==> config.mk <==
export PLATFORM = sky130hd
export DESIGN_NAME = edge_detect_h
export DESIGN_NICKNAME = d
export VERILOG_FILES = /design/src/rtl/edge_detect_pkg.sv /design/src/rtl/rgb_to_grey.sv /design/src/rtl/edge_detect_h.sv
export SDC_FILE = /design/constraint.sdc
export NUM_CORES = 1
export LEC_CHECK = 0
export CORE_MARGIN = 2
export CORE_UTILIZATION = 51
export CTS_CLUSTER_DIAMETER = 200
export DETAILED_ROUTE_END_ITERATION = 8
export GPL_TIMING_DRIVEN = 0
export PLACE_DENSITY_LB_ADDON = 0.1
export SYNTH_ARGS = -nofsm -noshare
export SYNTH_HDL_FRONTEND = slang
export SYNTH_SLANG_ARGS = --single-unit
==> constraint.sdc <==
create_clock -name clk -period 8.6 [get_ports clk]
set_clock_uncertainty 0.05 [all_clocks]
set_input_delay 2.58 -clock clk [delete_from_list [all_inputs] [get_ports clk]]
set_output_delay 2.58 -clock clk [all_outputs]
set_load 0.02 [all_outputs]
==> src/rtl/edge_detect_pkg.sv <==
// Shared definitions for the horizontal edge-detect video stage:
// register map, packet type codes, output pixel codes and the luma helper.
package edge_detect_pkg;

  localparam logic [2:0] ADDR_CTRL   = 3'd0;
  localparam logic [2:0] ADDR_THRESH = 3'd1;
  localparam logic [2:0] ADDR_FRAMES = 3'd2;
  localparam logic [2:0] ADDR_EDGES  = 3'd3;

  localparam logic [3:0] PKT_VIDEO = 4'h0;

  localparam logic [23:0] EDGE_PIXEL    = 24'd255;
  localparam logic [23:0] OVERLAY_PIXEL = 24'hFF0000;

  typedef struct packed {
    logic [7:0] r;
    logic [7:0] g;
    logic [7:0] b;
  } pixel_t;

  // Y = (R + 2G + B) >> 2; the sum peaks at 1020, so 10 bits never overflow.
  function automatic logic [7:0] luma(input pixel_t p);
    logic [9:0] sum;
    sum = {2'b00, p.r} + {1'b0, p.g, 1'b0} + {2'b00, p.b};
    return sum[9:2];
  endfunction

endpackage

==> src/rtl/rgb_to_grey.sv <==
// First pipeline stage: converts the incoming RGB beat to 8-bit grey and
// registers it together with the original beat and its packet markers.
module rgb_to_grey
  import edge_detect_pkg::*;
(
  input  logic        clk,
  input  logic        reset,
  input  logic        advance,
  input  logic        beat_valid,
  input  logic [23:0] beat_data,
  input  logic        beat_sop,
  input  logic        beat_eop,
  input  logic        beat_video_hdr,
  input  logic        beat_pixel,
  output logic        stage_valid,
  output logic [23:0] stage_data,
  output logic        stage_sop,
  output logic        stage_eop,
  output logic        stage_video_hdr,
  output logic        stage_pixel,
  output logic [7:0]  stage_y
);

  logic [7:0] y_next;

  assign y_next = luma(pixel_t'(beat_data));

  // Stage-1 register; markers are gated with valid so an empty slot never looks like a beat.
  always_ff @(posedge clk or posedge reset) begin
    if (reset) begin
      stage_valid     <= 1'b0;
      stage_data      <= '0;
      stage_sop       <= 1'b0;
      stage_eop       <= 1'b0;
      stage_video_hdr <= 1'b0;
      stage_pixel     <= 1'b0;
      stage_y         <= '0;
    end else if (advance) begin
      stage_valid     <= beat_valid;
      stage_data      <= beat_data;
      stage_sop       <= beat_valid & beat_sop;
      stage_eop       <= beat_valid & beat_eop;
      stage_video_hdr <= beat_valid & beat_video_hdr;
      stage_pixel     <= beat_valid & beat_pixel;
      stage_y         <= y_next;
    end
  end

endmodule

==> src/rtl/edge_detect_h.sv <==
// Horizontal edge detector for an Avalon-ST video stream: grey conversion,
// backward gradient against the previous pixel, threshold to binary edge
// pixels, plus an Avalon-MM register block for enable, threshold and stats.
// Optional build macro EDGE_DETECT_OVERLAY_EN adds the CTRL overlay bit,
// which paints edges red over the original image instead of binary output.
module edge_detect_h
  import edge_detect_pkg::*;
#(
  parameter int         IMG_WIDTH      = 640,
  parameter logic [7:0] THRESH_DEFAULT = 8'd40
) (
  input  logic        clk,
  input  logic        reset,
  input  logic [23:0] sink_data,
  input  logic        sink_valid,
  output logic        sink_ready,
  input  logic        sink_sop,
  input  logic        sink_eop,
  output logic [23:0] source_data,
  output logic        source_valid,
  input  logic        source_ready,
  output logic        source_sop,
  output logic        source_eop,
  input  logic        s_chipselect,
  input  logic        s_read,
  input  logic        s_write,
  input  logic [2:0]  s_address,
  input  logic [31:0] s_writedata,
  output logic [31:0] s_readdata
);

  localparam int COL_W = (IMG_WIDTH > 1) ? $clog2(IMG_WIDTH) : 1;
  localparam logic [COL_W-1:0] COL_LAST = COL_W'(IMG_WIDTH - 1);

  logic             advance;
  logic             accept;
  logic             in_video;
  logic             beat_video_hdr;
  logic             beat_pixel;

  logic             s1_valid;
  logic [23:0]      s1_data;
  logic             s1_sop;
  logic             s1_eop;
  logic             s1_video_hdr;
  logic             s1_pixel;
  logic [7:0]       s1_y;

  logic [7:0]       thr;
  logic [COL_W-1:0] col;
  logic [7:0]       y_prev;
  logic [31:0]      edge_cnt;

  logic             ctrl_enable;
  logic             overlay_bit;
  logic [7:0]       thresh_reg;
  logic [31:0]      frames_reg;
  logic [31:0]      edges_reg;
  logic [31:0]      read_mux;

  logic [7:0]       diff;
  logic             is_edge;
  logic [23:0]      out_data;
  logic             unused_wdata;

  assign advance        = source_ready;
  assign sink_ready     = source_ready;
  assign accept         = sink_valid & source_ready;
  assign beat_video_hdr = sink_sop & (sink_data[3:0] == PKT_VIDEO);
  assign beat_pixel     = ~sink_sop & in_video;
  assign unused_wdata   = ^s_writedata[31:8];

  // Tracks whether the current packet is video; anything without a video header is passed through.
  always_ff @(posedge clk or posedge reset) begin
    if (reset) begin
      in_video <= 1'b0;
    end else if (accept) begin
      if (sink_sop) begin
        in_video <= beat_video_hdr;
      end else if (sink_eop) begin
        in_video <= 1'b0;
      end
    end
  end

  rgb_to_grey u_rgb_to_grey (
    .clk             (clk),
    .reset           (reset),
    .advance         (advance),
    .beat_valid      (sink_valid),
    .beat_data       (sink_data),
    .beat_sop        (sink_sop),
    .beat_eop        (sink_eop),
    .beat_video_hdr  (beat_video_hdr),
    .beat_pixel      (beat_pixel),
    .stage_valid     (s1_valid),
    .stage_data      (s1_data),
    .stage_sop       (s1_sop),
    .stage_eop       (s1_eop),
    .stage_video_hdr (s1_video_hdr),
    .stage_pixel     (s1_pixel),
    .stage_y         (s1_y)
  );

`ifdef EDGE_DETECT_OVERLAY_EN
  logic ctrl_overlay;
  assign overlay_bit = ctrl_overlay;
`else
  assign overlay_bit = 1'b0;
`endif

  // Gradient, edge decision and output pixel selection for the beat leaving stage 1.
  always_comb begin
    diff     = (s1_y >= y_prev) ? (s1_y - y_prev) : (y_prev - s1_y);
    is_edge  = s1_pixel && (col != '0) && (diff > thr);
    out_data = s1_data;
    if (s1_pixel && ctrl_enable) begin
      if (overlay_bit) begin
        out_data = is_edge ? OVERLAY_PIXEL : s1_data;
      end else begin
        out_data = is_edge ? EDGE_PIXEL : 24'd0;
      end
    end
  end

  // Stage-2 output register plus the per-line and per-frame bookkeeping that moves with it.
  always_ff @(posedge clk or posedge reset) begin
    if (reset) begin
      source_valid <= 1'b0;
      source_sop   <= 1'b0;
      source_eop   <= 1'b0;
      source_data  <= '0;
      thr          <= THRESH_DEFAULT;
      col          <= '0;
      y_prev       <= '0;
      edge_cnt     <= '0;
      frames_reg   <= '0;
      edges_reg    <= '0;
    end else if (advance) begin
      source_valid <= s1_valid;
      source_sop   <= s1_sop;
      source_eop   <= s1_eop;
      source_data  <= out_data;
      if (s1_sop) begin
        col <= '0;
        thr <= thresh_reg;
        if (s1_video_hdr) begin
          edge_cnt <= '0;
        end
      end else if (s1_pixel) begin
        y_prev   <= s1_y;
        col      <= (col == COL_LAST) ? '0 : col + COL_W'(1);
        edge_cnt <= edge_cnt + 32'(is_edge);
        if (s1_eop) begin
          edges_reg  <= edge_cnt + 32'(is_edge);
          frames_reg <= frames_reg + 32'd1;
        end
      end
    end
  end

  // Register read multiplexer; unmapped addresses read as zero.
  always_comb begin
    read_mux = '0;
    case (s_address)
      ADDR_CTRL:   read_mux = {30'd0, overlay_bit, ctrl_enable};
      ADDR_THRESH: read_mux = {24'd0, thresh_reg};
      ADDR_FRAMES: read_mux = frames_reg;
      ADDR_EDGES:  read_mux = edges_reg;
      default:     read_mux = '0;
    endcase
  end

  // Writable control registers and the registered read data port.
  always_ff @(posedge clk or posedge reset) begin
    if (reset) begin
      ctrl_enable <= 1'b1;
`ifdef EDGE_DETECT_OVERLAY_EN
      ctrl_overlay <= 1'b0;
`endif
      thresh_reg  <= THRESH_DEFAULT;
      s_readdata  <= '0;
    end else begin
      if (s_chipselect && s_write) begin
        case (s_address)
          ADDR_CTRL: begin
            ctrl_enable <= s_writedata[0];
`ifdef EDGE_DETECT_OVERLAY_EN
            ctrl_overlay <= s_writedata[1];
`endif
          end
          ADDR_THRESH: thresh_reg <= s_writedata[7:0];
          default: ;
        endcase
      end
      if (s_chipselect && s_read) begin
        s_readdata <= read_mux;
      end
    end
  end

endmodule
==> key figures <==
Timing
  – PnR worst setup slack: approximately 2.7 ns
  – Max Freq: about 0.17 GHz
  – Hold Fails Final Rpt: 0
  – Max-slew violations: 0
  – Relative max-transition margin: 0.114
  – Unrepaired setup endpoints after global routing: false
  – Slew @ Worst Pin: about 1.3 ns
  – Final setup vio count: 0
  – Post-route clock period utilization: 0.683
  – Min Tclk post-route: 5.87 ns
  – Setup TNS: 0 ns

CTS
  – Worst-Skew Late Latency: about 0.52 ns
  – Deepest level of the CTS H-tree: 1
  – Resize count post-CTS: 0
  – Max Buffers Root-to-Sink: 3
  – TritonCTS clock tree: built
  – CTS Buf Count: 24
  – Sinks on Clock Net: 228
  – Clock slew at reported path FFs: 0.06 ns
  – Hold Buf Count CTS: 0
  – Root Driver: clkbuf_16
  – Post-CTS Setup Bufs: 0

Synthesis
  – Post-synth EDFFs: 0
  – Synthesized flop and latch total: around 230
  – Mean Syn Cell Area: approximately 10 um^2
  – Area share of the largest cell type after synthesis: 0.499
  – Syn Inst Count: ~1.1k
  – Synth Flop Type: dfrtp_1
  – Ranking of synthesized cells by area: dfrtp_1 50%, o21ai_0 5.7%, mux2_2 5.6%
  – Post-synthesis sequential area ratio: 0.510
  – Post-Synthesis Cell Area: 11,200 um^2
  – Synthesized net count: 1,182
  – Syn. warnings: 0
  – Ys async rst share: 1.00
  – Largest area contributor in the netlist: dfrtp_1
  – Library cells used by synthesis: 59

Global route
  – Initial antenna violation count: 0
  – First-pass GRT wire length: about 44,000 um
  – Tot GR Track Use: 0.231
  – Largest net degree at the start of global routing: 43
  – Vias in the first global route: about 8.3k
  – Grt ovf: 0

Routing
  – Final WL: 26,600 um
  – Avg WL per Cell: around 18 um
  – Via count: around 8.4k
  – DRT iter0 DRCs: 517
  – First-pass DRT Iterations: 4
  – Post-route ant nets: 0
  – Vias per cell: 5.59
  – DRC violations left: 0

Flow run
  – Number of max-cap violations: 0

Placement
  – Final HPWL DP: 19,100 um
  – GPL Wtd Cong: roughly 0.83
  – PortBufs: 102
  – Placed cells: ~1.5k
  – Area after DPL: roughly 13,000 um^2
  – Pre-CTS setup slack: between 2 and 3 ns

Finish
  – Final instance area: between 10,000 and 15,000 um^2
  – Fin nets: roughly 1.3k
  – Area Growth Syn to Fin: 21.4%
  – Share of cells above drive strength 1: 0.103
  – Ant. Diodes: 0
  – Cell Count, Final, Fillers Out: 1,501

Pwr
  – Seq pwr share: 0.412
  – Int Power: between 2 and 2.5 mW
  – Final Power: just under 3 mW
  – Clock share of power: 0.397
  – PD cells: ~220 nW/um^2
  – Sw power: a little under 0.8 mW
  – Leakage: just under 6 nW
  – Switch share: 0.266
  – Max IR drop VDD: roughly 0.12 mV
  – Combinational share of power: 0.191

Floorplanning
  – Die area: 23,100 um^2
  – Row Count: 54
  – Core Box Area: ~22,000 um^2
  – Die X-Extent: roughly 150 um
  – Initial Utilization: 0.516
  – Total I/O pin count: 128
  – Die Y: 152 um

Critical path
  – WS Path Type: primary input to primary output
  – Ordered list of cells on the worst path: buf_4, clkdlybuf4s50_1
  – CP max stage delay: approximately 0.59 ns
  – Critical Path RT: between 5 and 6 ns
  – Crit path arrival time: roughly 3.2 ns
  – CP delay by family, top: buffers and inverters
  – Slowest CP cell: clkdlybuf4s50_1
  – CP Launch Type: primary input
  – CP max FO: 2
  – CP Capture Type: primary output
  – CP bufs+invs: 2

Min path
  – Hold crit path type: flop to flop

Run status
  – Status: finished, final reports clean
cell usage after synthesis (3+ instances only):
| cell | number |
|---|---|
| o31ai_1 | 12 |
| o41ai_1 | 3 |
| inv_1 | 52 |
| a21oi_1 | 27 |
| nand2_1 | 134 |
| dfstp_2 | 5 |
| buf_2 | 6 |
| xor2_1 | 22 |
| nor3_1 | 6 |
| ha_1 | 35 |
| nand4_1 | 19 |
| and3_1 | 13 |
| nor4_1 | 3 |
| o21a_1 | 3 |
| mux2i_1 | 5 |
| fa_1 | 10 |
| o22ai_1 | 10 |
| a221o_1 | 8 |
| nand3_1 | 33 |
| mux2_2 | 56 |
| buf_4 | 3 |
| and4_1 | 13 |
| a21o_1 | 6 |
| xnor2_1 | 49 |
| o21ai_0 | 127 |
| a21boi_0 | 3 |
| and2_1 | 7 |
| a22oi_1 | 31 |
| nand2b_1 | 7 |
| a31oi_1 | 7 |
| a211oi_1 | 4 |
| dfrtp_1 | 223 |
| nor2_1 | 30 |
| clkbuf_1 | 42 |
| nor2b_1 | 8 |
| a22o_1 | 19 |
layout by cell type, fill, tap and decap left out, types with 6 or more instances in the layout:
master and instances:
dfrtp_1 223, nand2_1 134, o21ai_0 127, clkdlybuf4s50_1 102, mux2_2 56, inv_1 51, xnor2_1 49, clkbuf_1 46
ha_1 35, nand3_1 33, a22oi_1 31, nor2_1 30, a21oi_1 27, clkbuf_16 25, xor2_1 22, nand4_1 19
a22o_1 19, and4_1 13, and3_1 13, o31ai_1 12, o22ai_1 10, fa_1 10, nor2b_1 8, a221o_1 8
and2_1 7, nand2b_1 7, a31oi_1 7, buf_2 6, a21o_1 6, nor3_1 6, bufinv_16 6, buf_12 6
cell type report:
cell class,instances,area [um^2]
clock buffers,32,682
repair buffers,108,1140
plain buffers,53,218
well taps,280,350
inverters,52,199
flip-flops and latches,228,5710
clock inverters,12,214
multi-input cells,736,5060
fillers,1787,8110
worst paths after layout:
path	start	slack, ns	endpoint	cells past startpoint
worst min-delay path	frames_reg[31]	0.43	frames_reg[31]	1
worst min register to register	frames_reg[31]	0.43	frames_reg[31]	1
max in group asynchronous	reset	5.19	source_sop	5
min in group asynchronous	reset	2.31	edge_cnt[28]	2
worst max-delay path	source_ready	2.73	sink_ready	2
worst max register to register	u_rgb_to_grey.stage_y[0]	2.93	edges_reg[19]	23
metrics by stage:
step	utilization	hold WS [ns]
detailed placement	0.585	0.416
finish	0.626	0.426
CTS	0.626	0.428
floorplan	-	0.394
global route	0.626	0.447
global placement	0.579	0.412
worst register-to-register path: stages, from the launching register on:
cell and delay (ns):
dfrtp_1 0.42, inv_1 0.07, ha_1 0.17, inv_1 0.06
fa_1 0.38, nand3_1 0.10, a31oi_1 0.09, a211oi_1 0.29
buf_2 0.30, mux2_2 0.37, a211oi_1 0.26, xnor2_1 0.11
ha_1 0.31, nand4_1 0.20, o21bai_1 0.28, a21oi_1 0.19
ha_1 0.22, and4_1 0.26, nand4_1 0.23, buf_2 0.28
nor2_2 0.38, nand3_1 0.22, xnor2_1 0.21, o21ai_0 0.10
cell families after synthesis:
family                     share of synthesized area
buffers and inverters                         0.0369
muxes                                         0.0628
adders and majority gates                     0.0570
and+or+nand+nor                                0.127
AOI/OAI and AO/OA                              0.150
DFF                                            0.510
xor gates and xnor gates                      0.0556
power groups by stage:
stage               Combinational [mW]  Clock (mW)  Sequential [mW]
finish                           0.562        1.17             1.21
global route                     0.631        1.23             1.22
CTS                              0.568        1.19             1.21
detailed placement               0.563           0             1.23
global placement                 0.545           0             1.23
floorplan                        0.373           0             1.24
layer usage:
layer / part of all wire / vias up / GRT usage
met5: 0 / - / 0
met4: 0.013 / 0 / 0.0494
met3: 0.047 / 26 / 0.0382
met2: 0.43 / 180 / 0.335
met1: 0.51 / 4107 / 0.365
li1: - / 4075 / -
Note: power is estimated with default switching activity, not from simulation.
